### src/rtl/dtlb_ptw.sv
// dtlb_ptw: Sv48 page-table walker that fills the data TLB.
// One miss at a time, one outstanding PTE read, restart on TLB invalidate.
// Optional one-entry page-walk cache enabled by defining DTLB_PTW_PWC_EN.
module dtlb_ptw #(
  parameter int NPHYS = 44,
  parameter int VA_SZ = 48
) (
  input  logic              clk,
  input  logic              reset,
  input  logic              miss_req,
  input  logic [VA_SZ-1:12] miss_vaddr,
  input  logic [15:0]       miss_asid,
  output logic              miss_rdy,
  output logic              miss_done,
  output logic              miss_fault,
  input  logic [NPHYS-1:12] satp_ppn,
  input  logic              inval,
  output logic              mem_req,
  output logic [NPHYS-1:3]  mem_paddr,
  input  logic              mem_ack,
  input  logic [63:0]       mem_data,
  output logic              wr_entry,
  output logic [VA_SZ-1:12] wr_vaddr,
  output logic [15:0]       wr_asid,
  output logic [NPHYS-1:12] wr_paddr,
  output logic [6:0]        wr_gaduwrx,
  output logic              wr_2mB,
  output logic              wr_4mB,
  output logic              wr_1gB,
  output logic              wr_512gB
);

  typedef enum logic [1:0] {IDLE, REQ, CHECK, DONE} state_t;

  state_t            state;
  logic [VA_SZ-1:12] vaddr;
  logic [15:0]       asid;
  logic [NPHYS-1:12] ppn;
  logic [1:0]        lvl;
  logic              gsticky;
  logic              stale;
  logic [7:0]        pte_flags;
  logic [NPHYS-1:12] pte_ppn;

  // PTE flag decode
  logic pte_v, pte_r, pte_w, pte_x, pte_u, pte_g, pte_a, pte_d;
  assign {pte_d, pte_a, pte_g, pte_u, pte_x, pte_w, pte_r, pte_v} = pte_flags;

  logic [8:0] vpn_sel;
  logic       misaligned;
  logic       chk_bad;
  logic       pte_leaf;
  logic       chk_descend;
  logic       chk_fault;

  // Walk start point (root, or the cached level-0 table on a walk-cache hit)
  logic [NPHYS-1:12] start_ppn;
  logic [1:0]        start_lvl;
  logic              start_g;

  // Reserved and upper PTE bits play no part in the walk
  logic unused_pte_bits;
  assign unused_pte_bits = ^{mem_data[63:NPHYS-2], mem_data[9:8]};

  // Select the VPN slice for the current level and test superpage alignment
  always_comb begin
    // NOTE: every combinational output gets a default first so no path infers a latch.
    vpn_sel    = vaddr[12 +: 9];
    misaligned = 1'b0;
    case (lvl)
      2'd0: vpn_sel = vaddr[12 +: 9];
      2'd1: begin
        vpn_sel    = vaddr[21 +: 9];
        misaligned = |pte_ppn[20:12];
      end
      2'd2: begin
        vpn_sel    = vaddr[30 +: 9];
        misaligned = |pte_ppn[29:12];
      end
      default: begin
        vpn_sel    = vaddr[39 +: 9];
        misaligned = |pte_ppn[38:12];
      end
    endcase
  end

  assign mem_paddr   = {ppn, vpn_sel};
  assign chk_bad     = !pte_v || (!pte_r && pte_w) || !pte_a;
  assign pte_leaf    = pte_r || pte_x;
  assign chk_descend = !chk_bad && !pte_leaf && (lvl != 2'd0);
  assign chk_fault   = chk_bad || (!pte_leaf && (lvl == 2'd0)) || (pte_leaf && misaligned);
  assign wr_4mB      = 1'b0;

`ifdef DTLB_PTW_PWC_EN
  logic              pwc_valid;
  logic [VA_SZ-1:21] pwc_tag;
  logic [15:0]       pwc_asid;
  logic              pwc_g;
  logic [NPHYS-1:12] pwc_ppn;
  logic              pwc_hit;
  logic              pwc_fill;

  assign pwc_fill  = (state == CHECK) && !stale && chk_descend && (lvl == 2'd1);
  assign pwc_hit   = pwc_valid && (pwc_tag == miss_vaddr[VA_SZ-1:21]) &&
                     ((pwc_asid == miss_asid) || pwc_g);
  assign start_ppn = pwc_hit ? pwc_ppn : satp_ppn;
  assign start_lvl = pwc_hit ? 2'd0 : 2'd3;
  assign start_g   = pwc_hit && pwc_g;

  // Walk-cache valid bit: set on an accepted level-1 pointer, cleared by any invalidate
  always_ff @(posedge clk) begin
    if (reset || inval) begin
      pwc_valid <= 1'b0;
    end else if (pwc_fill) begin
      pwc_valid <= 1'b1;
    end
  end

  // Walk-cache payload, qualified by pwc_valid
  always_ff @(posedge clk) begin
    // NOTE: the payload has no reset; pwc_valid alone decides whether it is meaningful.
    if (pwc_fill) begin
      pwc_tag  <= vaddr[VA_SZ-1:21];
      pwc_asid <= asid;
      pwc_g    <= gsticky | pte_g;
      pwc_ppn  <= pte_ppn;
    end
  end
`else
  assign start_ppn = satp_ppn;
  assign start_lvl = 2'd3;
  assign start_g   = 1'b0;
`endif

  // Walker FSM with registered handshake and fill outputs
  always_ff @(posedge clk) begin
    // NOTE: non-blocking assignments so every register here sees pre-edge values.
    if (reset) begin
      state      <= IDLE;
      miss_rdy   <= 1'b1;
      miss_done  <= 1'b0;
      miss_fault <= 1'b0;
      mem_req    <= 1'b0;
      wr_entry   <= 1'b0;
      stale      <= 1'b0;
      vaddr      <= '0;
      asid       <= '0;
      ppn        <= '0;
      lvl        <= 2'd0;
      gsticky    <= 1'b0;
      pte_flags  <= '0;
      pte_ppn    <= '0;
      wr_vaddr   <= '0;
      wr_asid    <= '0;
      wr_paddr   <= '0;
      wr_gaduwrx <= '0;
      wr_2mB     <= 1'b0;
      wr_1gB     <= 1'b0;
      wr_512gB   <= 1'b0;
    end else begin
      wr_entry   <= 1'b0;
      miss_done  <= 1'b0;
      miss_fault <= 1'b0;
      case (state)
        IDLE: begin
          if (miss_req) begin
            vaddr    <= miss_vaddr;
            asid     <= miss_asid;
            ppn      <= start_ppn;
            lvl      <= start_lvl;
            gsticky  <= start_g;
            stale    <= 1'b0;
            miss_rdy <= 1'b0;
            mem_req  <= 1'b1;
            state    <= REQ;
          end
        end
        REQ: begin
          if (inval) stale <= 1'b1;
          if (mem_ack) begin
            pte_flags <= mem_data[7:0];
            pte_ppn   <= mem_data[NPHYS-3:10];
            mem_req   <= 1'b0;
            state     <= CHECK;
          end
        end
        CHECK: begin
          if (stale) begin
            // Result may predate an invalidate: throw it away and walk again from the root.
            stale   <= 1'b0;
            ppn     <= satp_ppn;
            lvl     <= 2'd3;
            gsticky <= 1'b0;
            mem_req <= 1'b1;
            state   <= REQ;
          end else if (chk_descend) begin
            if (inval) stale <= 1'b1;
            ppn     <= pte_ppn;
            gsticky <= gsticky | pte_g;
            lvl     <= lvl - 2'd1;
            mem_req <= 1'b1;
            state   <= REQ;
          end else begin
            // Outcome is fixed here; an invalidate now is ordered after the fill by the TLB.
            miss_done  <= 1'b1;
            miss_fault <= chk_fault;
            wr_entry   <= !chk_fault;
            if (!chk_fault) begin
              wr_vaddr   <= vaddr;
              wr_asid    <= asid;
              wr_paddr   <= pte_ppn;
              wr_gaduwrx <= {pte_g | gsticky, pte_a, pte_d, pte_u, pte_w, pte_r, pte_x};
              wr_512gB   <= (lvl == 2'd3);
              wr_1gB     <= (lvl == 2'd2);
              wr_2mB     <= (lvl == 2'd1);
            end
            state <= DONE;
          end
        end
        DONE: begin
          miss_rdy <= 1'b1;
          state    <= IDLE;
        end
        default: begin
          miss_rdy <= 1'b1;
          mem_req  <= 1'b0;
          state    <= IDLE;
        end
      endcase
    end
  end

endmodule

### config.mk
export PLATFORM = sky130hd
export DESIGN_NAME = dtlb_ptw
export DESIGN_NICKNAME = d
export VERILOG_FILES = /design/src/rtl/dtlb_ptw.sv
export SDC_FILE = /design/constraint.sdc
export NUM_CORES = 1
export LEC_CHECK = 0
export CAP_MARGIN = 20
export CORE_UTILIZATION = 44
export CTS_BUF_LIST = sky130_fd_sc_hd__clkbuf_16
export CTS_CLUSTER_DIAMETER = 60
export DETAILED_ROUTE_END_ITERATION = 7
export GPL_TIMING_DRIVEN = 0
export PLACE_DENSITY = 0.77
export SLEW_MARGIN = 10
export SYNTH_ARGS = -nofsm -noshare
export SYNTH_HDL_FRONTEND = slang
export SYNTH_SLANG_ARGS = --single-unit
### constraint.sdc
create_clock -name clk -period 2.5 [get_ports clk]
set_input_delay 0.25 -clock clk [delete_from_list [all_inputs] [get_ports clk]]
set_output_delay 0.25 -clock clk [all_outputs]
set_load 0.1 [all_outputs]
==> metrics.yaml, run 1 <==
ys.flop_type: "dfxtp_1"
gp_congestion: 0.934
synth_seq_area_share: 0.515
drt_wl_total_um: 30300
worst_slew_pin_slew_ps: 1090
die_area_mm2: 0.0208
finalHoldViolations: 0
ys_top_cells_by_area: "dfxtp_1, a21oi_1, nand2_1"
placementRows: 51
clock_skew_ps: 21.4
grt_antenna_before_repair: 2
path_class: "reg -> out"
synth_edf_count: 0
fillers: 1759
grt_overflow: 0
ys_types: 38
ctsHtreeMaxLevel: 1
crit_slowest_cell: "a222oi_1"
synth_top_area_frac: 0.515
syn_avg_cell_area_um2: 7.91
use_met2: 0.478
syn_area_mm2: 0.00891
dp_slack_ps: -500
syn_nets: 1287
die_y_um: 144
ys_async_sr_fraction: 0
wl_per_cell_um: 17.8
io_buffers: 267
cts-root-buf: "clkbuf_16"
timing.fmax_mhz: 405
cts_sinks: 229
holdPathStages: 3
grt_busiest_layer: "met2"
r2r_setup_slack_ps: 140
grt_max_degree: 14
min_path_type: "in -> reg"
cp.arrival_ps: 2220
final_layout_size_suffix_gt1_frac: 0.0676
ios: 294
dp.cells: 1658
clock_path_buffers: 3
grt_pass1_vias: 8802
synth-seq-cells: 229
whs_ps: 278
netlist_instances: 1126
crit_path_start_kind: "register"
power.density_mw_per_mm2: 968
leakagePower_nw: 4.50
vias: 9283
met1_usage: 0.365
firstDrtPassIters: 6
grt_pass1_wl_um: 46300
die_x_um: 144
vias_per_cell: 5.46
end_kind: "primary output"
timing.final.crit_share: 0.987
r2r_cells: 9
max_stage_delay_ps: 470
setup_violations: 0
irDropWorstVdd_mv: 0.824
insertion_delay_ps: 520
required_ps: 2250
hold_buffers: 0
synthTopCellsByCount: "nand2_1, dfxtp_1, a21oi_1"
core_mm2: 0.0197
synthToLayoutAreaGrowth_pct: 43.2
fin_cells: 1701
finalWorstSetupSlack_ps: 31.9
slew_violations: 0
yosysMostFrequentCell: "nand2_1"
cts_buffers: 23
run_status: "finished clean"
cp_cell_sequence: "inv_1, ha_1, buf_2, a222oi_1, a21oi_2, buf_8"
utilization: 0.649
clk_pin_slew_ps: 60
yosys.area.top_type: "dfxtp_1"
detail-route-antenna-nets: 0
start_util: 0.453
max_slew_margin: 0.273
drc: 0
finalCriticalPeriod_ps: 2470
finalSetupTns_ps: 0
cts_tree: "done"
num-nets-final: 1581
first_iter_violations: 573
max-cap-violations: 0
track_usage: 0.288
ys_warn_count: 0
met3_usage: 0.0543
dp_hpwl_um: 22400
cp_max_fo: 10
## area by class of cell
type	instances	area (um^2)	share of cell area
Clock buffer	23	576	0.0451
Multi-Input combinational cell	785	3920	0.307
Timing Repair Buffer	269	2700	0.211
Antenna cell	1	2.50	0.000196
Sequential cell	229	4590	0.359
Clock inverter	17	100	0.00784
Tap cell	265	332	0.0260
Inverter	7	28.8	0.00226
Buffer	105	514	0.0403
## cells in the final DEF (no fill, tap or decap), types with 2 or more instances in the layout
cell / count
dfxtp_2: 2
a21boi_0: 2
nand3_1: 95
a311oi_1: 33
a21oi_1: 195
clkbuf_1: 61
clkbuf_2: 20
ha_1: 8
buf_4: 8
nand2b_1: 4
clkbuf_16: 23
a21oi_2: 3
dfxtp_1: 227
a222oi_1: 9
nor2_1: 54
buf_6: 14
o21ai_1: 4
nor3_1: 7
buf_2: 7
o21ai_0: 89
clkinv_1: 4
and3_1: 2
clkbuf_4: 4
and2_1: 3
a211oi_1: 2
clkdlybuf4s50_1: 258
clkinv_2: 4
inv_1: 13
nor2b_1: 5
nand2_1: 252
nor4_2: 2
## sequential cells by signal, summed over array words and instances (netlist names), 2 cells and up
name and cells:
wr_paddr 32, ppn 32, wr_gaduwrx 7, state 2
pte_flags 8, lvl 2, wr_vaddr 36, pte_ppn 32
vaddr 36, wr_asid 16, asid 16
## logic make-up after synthesis
kind of cell	Yosys count	share of synthesized area
simple gates	430	0.202
compound gates	345	0.217
flops	229	0.515
buf+inv	112	0.0529
fa+ha+maj	8	0.0112
mux	1	0.00112
other cells	1	0.000421
## critical path: cells and delay by family, from the launching register on
family                     cells  cell delay (ps)
DFF                            1              370
adders and majority gates      1              220
AOI/OAI and AO/OA              2              620
buffers and inverters          3              490
## power breakdown
| group | switching (W) | leakage (nW) | internal (W) |
|---|---|---|---|
| Sequential | 0.000304 | 1.86 | 0.00405 |
| Combinational | 0.00349 | 2.28 | 0.00132 |
| Clock | 0.00142 | 0.361 | 0.00177 |
| Total | 0.00522 | 4.50 | 0.00713 |
## layer usage
metal,wire [um],part of all wire,vias to the layer above
met5,0,0,-
met4,1100,0.036,0
met3,2590,0.085,77
met2,14100,0.47,424
met1,12400,0.41,4308
li1,-,-,4474
## final timing paths
check / to / from
max: mem_paddr[6] / lvl[0]
min: pte_ppn[15] / mem_data[13]
max reg2reg: ppn[14] / lvl[0]
min reg2reg: asid[4] / asid[4]
## repair_timing
item,CTS,global route
buffers inserted,1,1
endpoints found under the setup margin,125,132
endpoints found under the hold margin,0,0
gates cloned,0,0
resized for setup,88,39
pin swaps,3,3
## metrics by stage
| stage | instance area [um^2] | power, W |
|---|---|---|
| CTS | 12600 | 0.0122 |
| finish | 12800 | 0.0124 |
| global placement | 11900 | 0.00897 |
| detailed placement | 11900 | 0.00903 |
| global route | 12800 | 0.0129 |
| floorplan | 8910 | 0.00764 |
No activity file was read; power rests on OpenSTA's default activity.
==> run 2, diff against run 1 <==
--- a/config.mk
+++ b/config.mk
@@ -12,6 +12,7 @@
 export DETAILED_ROUTE_END_ITERATION = 7
 export GPL_TIMING_DRIVEN = 0
 export PLACE_DENSITY = 0.77
+export SKIP_LAST_GASP = 1
 export SLEW_MARGIN = 10
 export SYNTH_ARGS = -nofsm -noshare
 export SYNTH_HDL_FRONTEND = slang
==> results of run 2 <==
Final layout, timing and power as in run 1 (identical DEF).
Main changes from that run: number of gates resized after CTS 88 -> 87
==> run 3, diff against run 2 <==
--- a/config.mk
+++ b/config.mk
@@ -12,7 +12,6 @@
 export DETAILED_ROUTE_END_ITERATION = 7
 export GPL_TIMING_DRIVEN = 0
 export PLACE_DENSITY = 0.77
-export SKIP_LAST_GASP = 1
 export SLEW_MARGIN = 10
 export SYNTH_ARGS = -nofsm -noshare
 export SYNTH_HDL_FRONTEND = slang
==> results of run 3 <==
Final layout, timing and power as in run 1 (identical DEF).
